## config.mk

```make
export PLATFORM = sky130hd
export DESIGN_NAME = game_sprite_display
export DESIGN_NICKNAME = d
export VERILOG_FILES = /design/src/rtl/game_sprite_pkg.sv /design/src/rtl/game_sprite_rom.sv /design/src/rtl/game_sprite_display.sv
export SDC_FILE = /design/constraint.sdc
export NUM_CORES = 1
export LEC_CHECK = 0
export CORE_MARGIN = 2
export CORE_UTILIZATION = 50
export DETAILED_ROUTE_END_ITERATION = 6
export GPL_TIMING_DRIVEN = 0
export PLACE_DENSITY = 0.75
export SLEW_MARGIN = 40
export SYNTH_ARGS = -nofsm -noshare
export SYNTH_HDL_FRONTEND = slang
export SYNTH_SLANG_ARGS = --single-unit
```

## constraint.sdc

```tcl
create_clock -name clk -period 3.5 [get_ports clk]
set_input_delay 0.35 -clock clk [delete_from_list [all_inputs] [get_ports clk]]
set_output_delay 0.35 -clock clk [all_outputs]
set_load 0.1 [all_outputs]
```

## src/rtl/game_sprite_pkg.sv

```systemverilog
// Shared types and constants for the sprite display read path.
package game_sprite_pkg;

    localparam int unsigned SPRITE_W_DEF = 8;
    localparam int unsigned SPRITE_H_DEF = 8;
    localparam int unsigned RGB_WIDTH    = 3;

    localparam int unsigned ROM_COL_W = $clog2(SPRITE_W_DEF);
    localparam int unsigned ROM_ROW_W = $clog2(SPRITE_H_DEF);

    // Colour value that means "no sprite pixel here".
    localparam logic [RGB_WIDTH-1:0] TRANSPARENT = '0;

    // Bitmap address: row within sprite, column within sprite.
    typedef struct packed {
        logic [ROM_ROW_W-1:0] row;
        logic [ROM_COL_W-1:0] col;
    } sprite_addr_t;

endpackage

```

## src/rtl/game_sprite_rom.sv

```systemverilog
// Combinational sprite bitmap: (row, col) -> colour, colour 0 is transparent.
module game_sprite_rom
    import game_sprite_pkg::*;
(
    input  sprite_addr_t         addr,
    output logic [RGB_WIDTH-1:0] colour
);

    localparam int unsigned ROW_BITS_W = SPRITE_W_DEF * RGB_WIDTH;

    logic [ROW_BITS_W-1:0] row_bits;
    logic [ROW_BITS_W-1:0] shifted;

    // One octal digit per pixel, column 0 in the most significant digit.
    always_comb begin
        row_bits = '0;
        case (addr.row)
            3'd0: row_bits = 24'o12033025;
            3'd1: row_bits = 24'o01233210;
            3'd2: row_bits = 24'o00444400;
            3'd3: row_bits = 24'o60477406;
            3'd4: row_bits = 24'o60477406;
            3'd5: row_bits = 24'o00444400;
            3'd6: row_bits = 24'o01022010;
            3'd7: row_bits = 24'o30011003;
            default: row_bits = '0;
        endcase
        shifted = row_bits << (RGB_WIDTH * int'(addr.col));
        colour  = shifted[ROW_BITS_W-1 -: RGB_WIDTH];
    end

endmodule

```

## src/rtl/game_sprite_display.sv

```systemverilog
// Sprite read path: frame-latched coordinates, 2-cycle pixel pipeline,
// per-frame collision report against another layer.
// Optional build macro GAME_SPRITE_MIRROR_EN adds sprite_flip_x (horizontal mirror).
module game_sprite_display #(
    parameter int unsigned SPRITE_WIDTH  = game_sprite_pkg::SPRITE_W_DEF,
    parameter int unsigned SPRITE_HEIGHT = game_sprite_pkg::SPRITE_H_DEF,
    parameter int unsigned screen_width  = 640,
    parameter int unsigned screen_height = 480,
    parameter int unsigned w_x           = $clog2(screen_width),
    parameter int unsigned w_y           = $clog2(screen_height),
    parameter int unsigned RGB_WIDTH     = game_sprite_pkg::RGB_WIDTH
) (
    input  logic                 clk,
    input  logic                 rst,
    input  logic                 display_on,
    input  logic [w_x-1:0]       x,
    input  logic [w_y-1:0]       y,
    input  logic [w_x-1:0]       sprite_x,
    input  logic [w_y-1:0]       sprite_y,
`ifdef GAME_SPRITE_MIRROR_EN
    input  logic                 sprite_flip_x,
`endif
    input  logic                 other_en,
    output logic [RGB_WIDTH-1:0] rgb,
    output logic                 rgb_en,
    output logic                 collision,
    output logic                 collision_valid
);

    import game_sprite_pkg::*;

    localparam int unsigned XW = w_x + 1;
    localparam int unsigned YW = w_y + 1;

    // Frame-latched sprite position
    logic [w_x-1:0] lat_x_q, lat_x_d;
    logic [w_y-1:0] lat_y_q, lat_y_d;
    logic           lat_valid_q, lat_valid_d;
`ifdef GAME_SPRITE_MIRROR_EN
    logic           lat_flip_q, lat_flip_d;
`endif

    // Stage 1
    logic           s1_in_box_q, s1_in_box_d;
    sprite_addr_t   s1_addr_q, s1_addr_d;

    // Stage 2 / outputs
    logic [RGB_WIDTH-1:0] rgb_q, rgb_d;
    logic                 rgb_en_q, rgb_en_d;
    logic                 acc_q, acc_d;
    logic                 collision_q, collision_d;
    logic                 collision_valid_q, collision_valid_d;

    logic                 fb_c;
    logic                 hit_c;
    logic [XW-1:0]        x_e_c, lat_x_e_c, x_end_c;
    logic [YW-1:0]        y_e_c, lat_y_e_c, y_end_c;
    logic                 in_box_c;
    logic [ROM_COL_W-1:0] col_raw_c, col_c;
    logic [ROM_ROW_W-1:0] row_c;
    logic [RGB_WIDTH-1:0] rom_colour_c;
    logic [RGB_WIDTH-1:0] colour_c;

    game_sprite_rom u_rom (
        .addr   (s1_addr_q),
        .colour (rom_colour_c)
    );

    // Next-state: coordinate latch, box test, colour stage, collision accumulator.
    always_comb begin
        lat_x_d           = lat_x_q;
        lat_y_d           = lat_y_q;
        lat_valid_d       = lat_valid_q;
`ifdef GAME_SPRITE_MIRROR_EN
        lat_flip_d        = lat_flip_q;
`endif
        acc_d             = acc_q;
        collision_d       = collision_q;
        collision_valid_d = 1'b0;

        fb_c  = (x == '0) && (y == w_y'(screen_height));
        hit_c = rgb_en_q && other_en;

        // Widened compares so the sprite end never wraps at the screen edge.
        x_e_c     = XW'(x);
        lat_x_e_c = XW'(lat_x_q);
        x_end_c   = lat_x_e_c + XW'(SPRITE_WIDTH);
        y_e_c     = YW'(y);
        lat_y_e_c = YW'(lat_y_q);
        y_end_c   = lat_y_e_c + YW'(SPRITE_HEIGHT);

        in_box_c = display_on && lat_valid_q &&
                   (x_e_c >= lat_x_e_c) && (x_e_c < x_end_c) &&
                   (y_e_c >= lat_y_e_c) && (y_e_c < y_end_c);

        col_raw_c = ROM_COL_W'(x - lat_x_q);
        row_c     = ROM_ROW_W'(y - lat_y_q);
        col_c     = col_raw_c;
`ifdef GAME_SPRITE_MIRROR_EN
        if (lat_flip_q) begin
            col_c = ROM_COL_W'(SPRITE_WIDTH - 1) - col_raw_c;
        end
`endif

        s1_in_box_d   = in_box_c;
        s1_addr_d.row = row_c;
        s1_addr_d.col = col_c;

        colour_c = RGB_WIDTH'(rom_colour_c);
        rgb_en_d = s1_in_box_q && (colour_c != RGB_WIDTH'(TRANSPARENT));
        rgb_d    = rgb_en_d ? colour_c : '0;

        if (fb_c) begin
            lat_x_d           = sprite_x;
            lat_y_d           = sprite_y;
            lat_valid_d       = 1'b1;
`ifdef GAME_SPRITE_MIRROR_EN
            lat_flip_d        = sprite_flip_x;
`endif
            collision_d       = acc_q | hit_c;
            acc_d             = 1'b0;
            collision_valid_d = 1'b1;
        end else begin
            acc_d = acc_q | hit_c;
        end
    end

    // State registers with synchronous reset.
    always_ff @(posedge clk) begin
        if (rst) begin
            lat_x_q           <= '0;
            lat_y_q           <= '0;
            lat_valid_q       <= 1'b0;
`ifdef GAME_SPRITE_MIRROR_EN
            lat_flip_q        <= 1'b0;
`endif
            s1_in_box_q       <= 1'b0;
            s1_addr_q         <= '0;
            rgb_q             <= '0;
            rgb_en_q          <= 1'b0;
            acc_q             <= 1'b0;
            collision_q       <= 1'b0;
            collision_valid_q <= 1'b0;
        end else begin
            lat_x_q           <= lat_x_d;
            lat_y_q           <= lat_y_d;
            lat_valid_q       <= lat_valid_d;
`ifdef GAME_SPRITE_MIRROR_EN
            lat_flip_q        <= lat_flip_d;
`endif
            s1_in_box_q       <= s1_in_box_d;
            s1_addr_q         <= s1_addr_d;
            rgb_q             <= rgb_d;
            rgb_en_q          <= rgb_en_d;
            acc_q             <= acc_d;
            collision_q       <= collision_d;
            collision_valid_q <= collision_valid_d;
        end
    end

    assign rgb             = rgb_q;
    assign rgb_en          = rgb_en_q;
    assign collision       = collision_q;
    assign collision_valid = collision_valid_q;

endmodule

```

==> implementation parameters <==
Parameter                              Value

Global route
  Wire length of the first global-routing pass ... 11.4 mm
  Overall Global Routing Usage ... 21.9%
  Number of antenna violations at the first check in global routing ... 0
  Number of global-route vias before repair ... 2610
  Maximum number of pins on one net before global-route repair ... 13
  Total global routing overflow ... 0

Placement
  Dpl hpwl ... 5.49 mm
  Pre-CTS setup slack ... 0.811 ns
  Port Buffer Count ... 47
  Gp weighted congestion ... 0.878
  Placement-stage cell area ... 3520 sq um

Synth
  Net count after synthesis ... 446
  Flip-flop cell with the highest count after synthesis ... sky130_fd_sc_hd__dfxtp_1
  Synthesized instance count ... 359
  Share of Yosys cell area claimed by the top area cell type ... 27.5%
  Unique masters post-synth ... 50
  Cell type with the largest total area after synthesis ... sky130_fd_sc_hd__dfxtp_1
  EDFF count, synth ... 0
  Synthesis Warnings ... 0
  Sequential element share of the synthesized area ... 27.5%
  Total of flip-flops plus latches after synthesis ... 41
  Average instance area after synthesis ... 8.32 sq um
  Async set-reset flop share out of synthesis ... 0%
  Combined area of all synthesized cells ... 2990 sq um
  Largest cells by area after synthesis ... sky130_fd_sc_hd__dfxtp_1 27%, sky130_fd_sc_hd__ha_1 18%, sky130_fd_sc_hd__mux2i_1 6.0%

Finish
  Final layout net count ... 500
  Filler Cell Count ... 552
  Final cell area excluding filler cells ... 3620 sq um
  Synthesis-to-finish area growth ... 21.3%
  Number of antenna cells inserted ... 0
  Commonest cells after routing, fill and taps aside ... 48 x sky130_fd_sc_hd__nand2_1, 42 x sky130_fd_sc_hd__ha_1, 41 x sky130_fd_sc_hd__dfxtp_1, 41 x sky130_fd_sc_hd__clkdlybuf4s50_1, 33 x sky130_fd_sc_hd__inv_1
  Layout cell share with drive strength beyond 1 ... 7.25%
  Leading cell type in the layout, fill and taps excluded ... sky130_fd_sc_hd__nand2_1

Hold path
  Hold-critical path endpoint ... lat_x_q[2]$_SDFFE_PP0P_
  Min-Delay Path Class ... reg -> reg
  Worst Min Path Start ... lat_x_q[2]$_SDFFE_PP0P_
  WHS Path Cells ... 2

Die
  Placeable core area ... 5850 sq um
  # IOs ... 48
  Die Height ... 81.3 um
  X dimension of the die ... 81.3 um
  Starting Density ... 51.1%
  Row Count ... 28
  Total die area ... 6610 sq um

Routing
  Post-DR vias/cell ... 5.55
  First-pass iteration count of the detailed router ... 4
  DR WL/cell ... 13.8 um
  Drt drc ... 0
  Drt initial violations ... 74
  Count of nets left with antenna violations after detail routing ... 0
  Final Routed Wirelength ... 6.75 mm
  Number of vias in the routed layout ... 2715

Worst setup path
  Kind of end point of the critical path ... register
  Worst endpoint required time ... 3.65 ns
  R2r setup slk ... 0.94 ns
  Launch point of the worst reg-to-reg path ... s1_addr_q[1]$_SDFF_PP0_
  Worst setup path startpoint ... s1_addr_q[1]$_SDFF_PP0_
  R2r worst-path depth ... 10
  Critical path class ... reg -> reg
  Data arrival time of the worst path ... 2.72 ns
  Critical path fanouts, max ... 9
  Reg2reg end ... rgb_en$_SDFF_PP0_
  Sort of element at the start of the critical path ... register

Clock tree
  PostCTS Resize Cnt ... 0
  Clock buffer count from CTS ... 5
  Clock Pin Slew Worst Setup and Hold Paths ... 0.08 ns
  CTS H-tree lvls ... 2
  Post CTS Setup Buffer Count ... 0
  TritonCTS clock tree ... built
  Root buf cell ... sky130_fd_sc_hd__clkbuf_8
  # clock sinks ... 41
  Number of hold buffers added after cts ... 0
  CTS max path bufs ... 2
  Clock latency on the worst-skew pair ... 0.29 ns

STA
  Period Utilization, post-route ... 73.2%
  Setup violation total in the final timing report ... 0
  Final count of hold timing violations ... 0
  Least-Margin Pin Slew ... 0.548 ns
  Slew Limit Fails ... 0
  Maximum frequency from static timing analysis ... 391 MHz
  Total Neg Setup Slack ... 0 ns
  Post-Route Skew ... 0.00886 ns
  Final min period ... 2.56 ns
  Final WS setup ... 0.939 ns
  Unrepaired setup endpoints after global routing ... false
  Hold_ws ... 0.462 ns
  Max-slew headroom ... 63.5%

Power
  Portion of total power attributed to combinational logic ... 22.3%
  Power share of the clock group ... 31.4%
  Power Internal ... 0.000775 W
  NetSw ... 0.000277 W
  Maximum ir drop on the vdd rail ... 0.185 mV
  Design Power ... 0.00105 W
  Share of total power consumed by net switching ... 26.4%
  Reported leakage power ... 1.40 nW
  Flop pwr share ... 46.3%
  Total power divided by cell area ... 290 nW/um^2

Outcome
  Status ... finished clean

Flow run
  Number of max-cap violations ... 0
layer usage:
layer | part of all wire (%) | routed length (um) | vias up | track usage, %
met5 | 0 | 0 | - | 0
met4 | 3.2 | 213 | 0 | 10.3
met3 | 3.1 | 210 | 25 | 3.89
met2 | 50 | 3410 | 61 | 39.8
met1 | 43 | 2920 | 1264 | 24.6
li1 | - | - | 1365 | -
power groups by stage:
| stage | Sequential, W | Clock (W) | Combinational, W |
|---|---|---|---|
| after floorplan | 0.000495 | 0 | 0.000143 |
| after global placement | 0.000497 | 0 | 0.000226 |
| after detailed placement | 0.000498 | 0 | 0.000231 |
| after CTS | 0.000487 | 0.000339 | 0.000234 |
| after global routing | 0.000488 | 0.000357 | 0.000259 |
| final | 0.000487 | 0.000331 | 0.000234 |
registers in the layout (all words and copies together), names as in the netlist:
signal / flops
lat_x_q: 10
lat_valid_q: 1
s1_in_box_q: 1
collision_valid: 1
lat_y_q: 9
collision: 1
s1_addr_q: 3
u_rom.row_bits: 10
acc_q: 1
rgb: 3
rgb_en: 1
layout make-up:
type                       count  area [sq um]  share of cell area, %
buffer                        17          85.1                   2.35
clock buffer                   7          96.3                   2.66
clock inverter                 1          5.00                  0.138
inverter                      33           124                   3.42
multi-input combinational    268          1960                   54.0
sequential                    41           821                   22.7
tap                           75          93.8                   2.59
timing repair buffer          47           440                   12.2
per-stage QoR:
stage          cells  utilization [%]
2_1_floorplan    359                -
3_3_place_gp     481             60.7
3_5_place_dp     481             60.2
4_1_cts          489             61.9
5_1_grt          489             61.9
6_report         489             61.9
Yosys cell counts (all sizes together) (4+ instances only):
library cell and n:
o21a 7, inv 33, nor2b 5, xnor2 12, dfxtp 41, clkbuf 4, nor2 19, o21ai 10
nand2 48, ha 42, nand3 11, mux2i 18, nand4 4, nor4 5, a31oi 6, nor3 8
buf 13, a21oi 29
kinds of logic (layout without fill, tap and decap cells):
group / Yosys count / in the layout / share of synthesized area [%]
multiplexers: 21 / 21 / 8.04
flip-flops: 41 / 41 / 27.5
XOR/XNOR: 13 / 13 / 4.06
buffers and inverters: 50 / 105 / 6.99
AO/OA/AOI/OAI: 75 / 75 / 15.8
AND/OR/NAND/NOR: 114 / 114 / 18.0
adder cells (fa/ha/maj): 45 / 45 / 19.6
critical path: stages (launching register included):
cell,delay [ns]
sky130_fd_sc_hd__dfxtp_1,0.36
sky130_fd_sc_hd__ha_1,0.17
sky130_fd_sc_hd__inv_1,0.05
sky130_fd_sc_hd__fa_1,0.47
sky130_fd_sc_hd__clkbuf_1,0.34
sky130_fd_sc_hd__inv_1,0.21
sky130_fd_sc_hd__and3_1,0.23
sky130_fd_sc_hd__o21ai_0,0.15
sky130_fd_sc_hd__o211ai_1,0.10
sky130_fd_sc_hd__a31oi_1,0.24
sky130_fd_sc_hd__a31oi_1,0.12
worst max path at each step:
stage | to | cells after the start
after floorplan | rgb_en$_SDFF_PP0_ | 9
after global placement | s1_in_box_q$_SDFF_PP0_ | 11
after detailed placement | u_rom.row_bits[23]$_DFF_P_ | 9
after CTS | rgb_en$_SDFF_PP0_ | 10
after global routing | rgb_en$_SDFF_PP0_ | 10
final | rgb_en$_SDFF_PP0_ | 10
No activity file was read; power rests on OpenSTA's default activity.
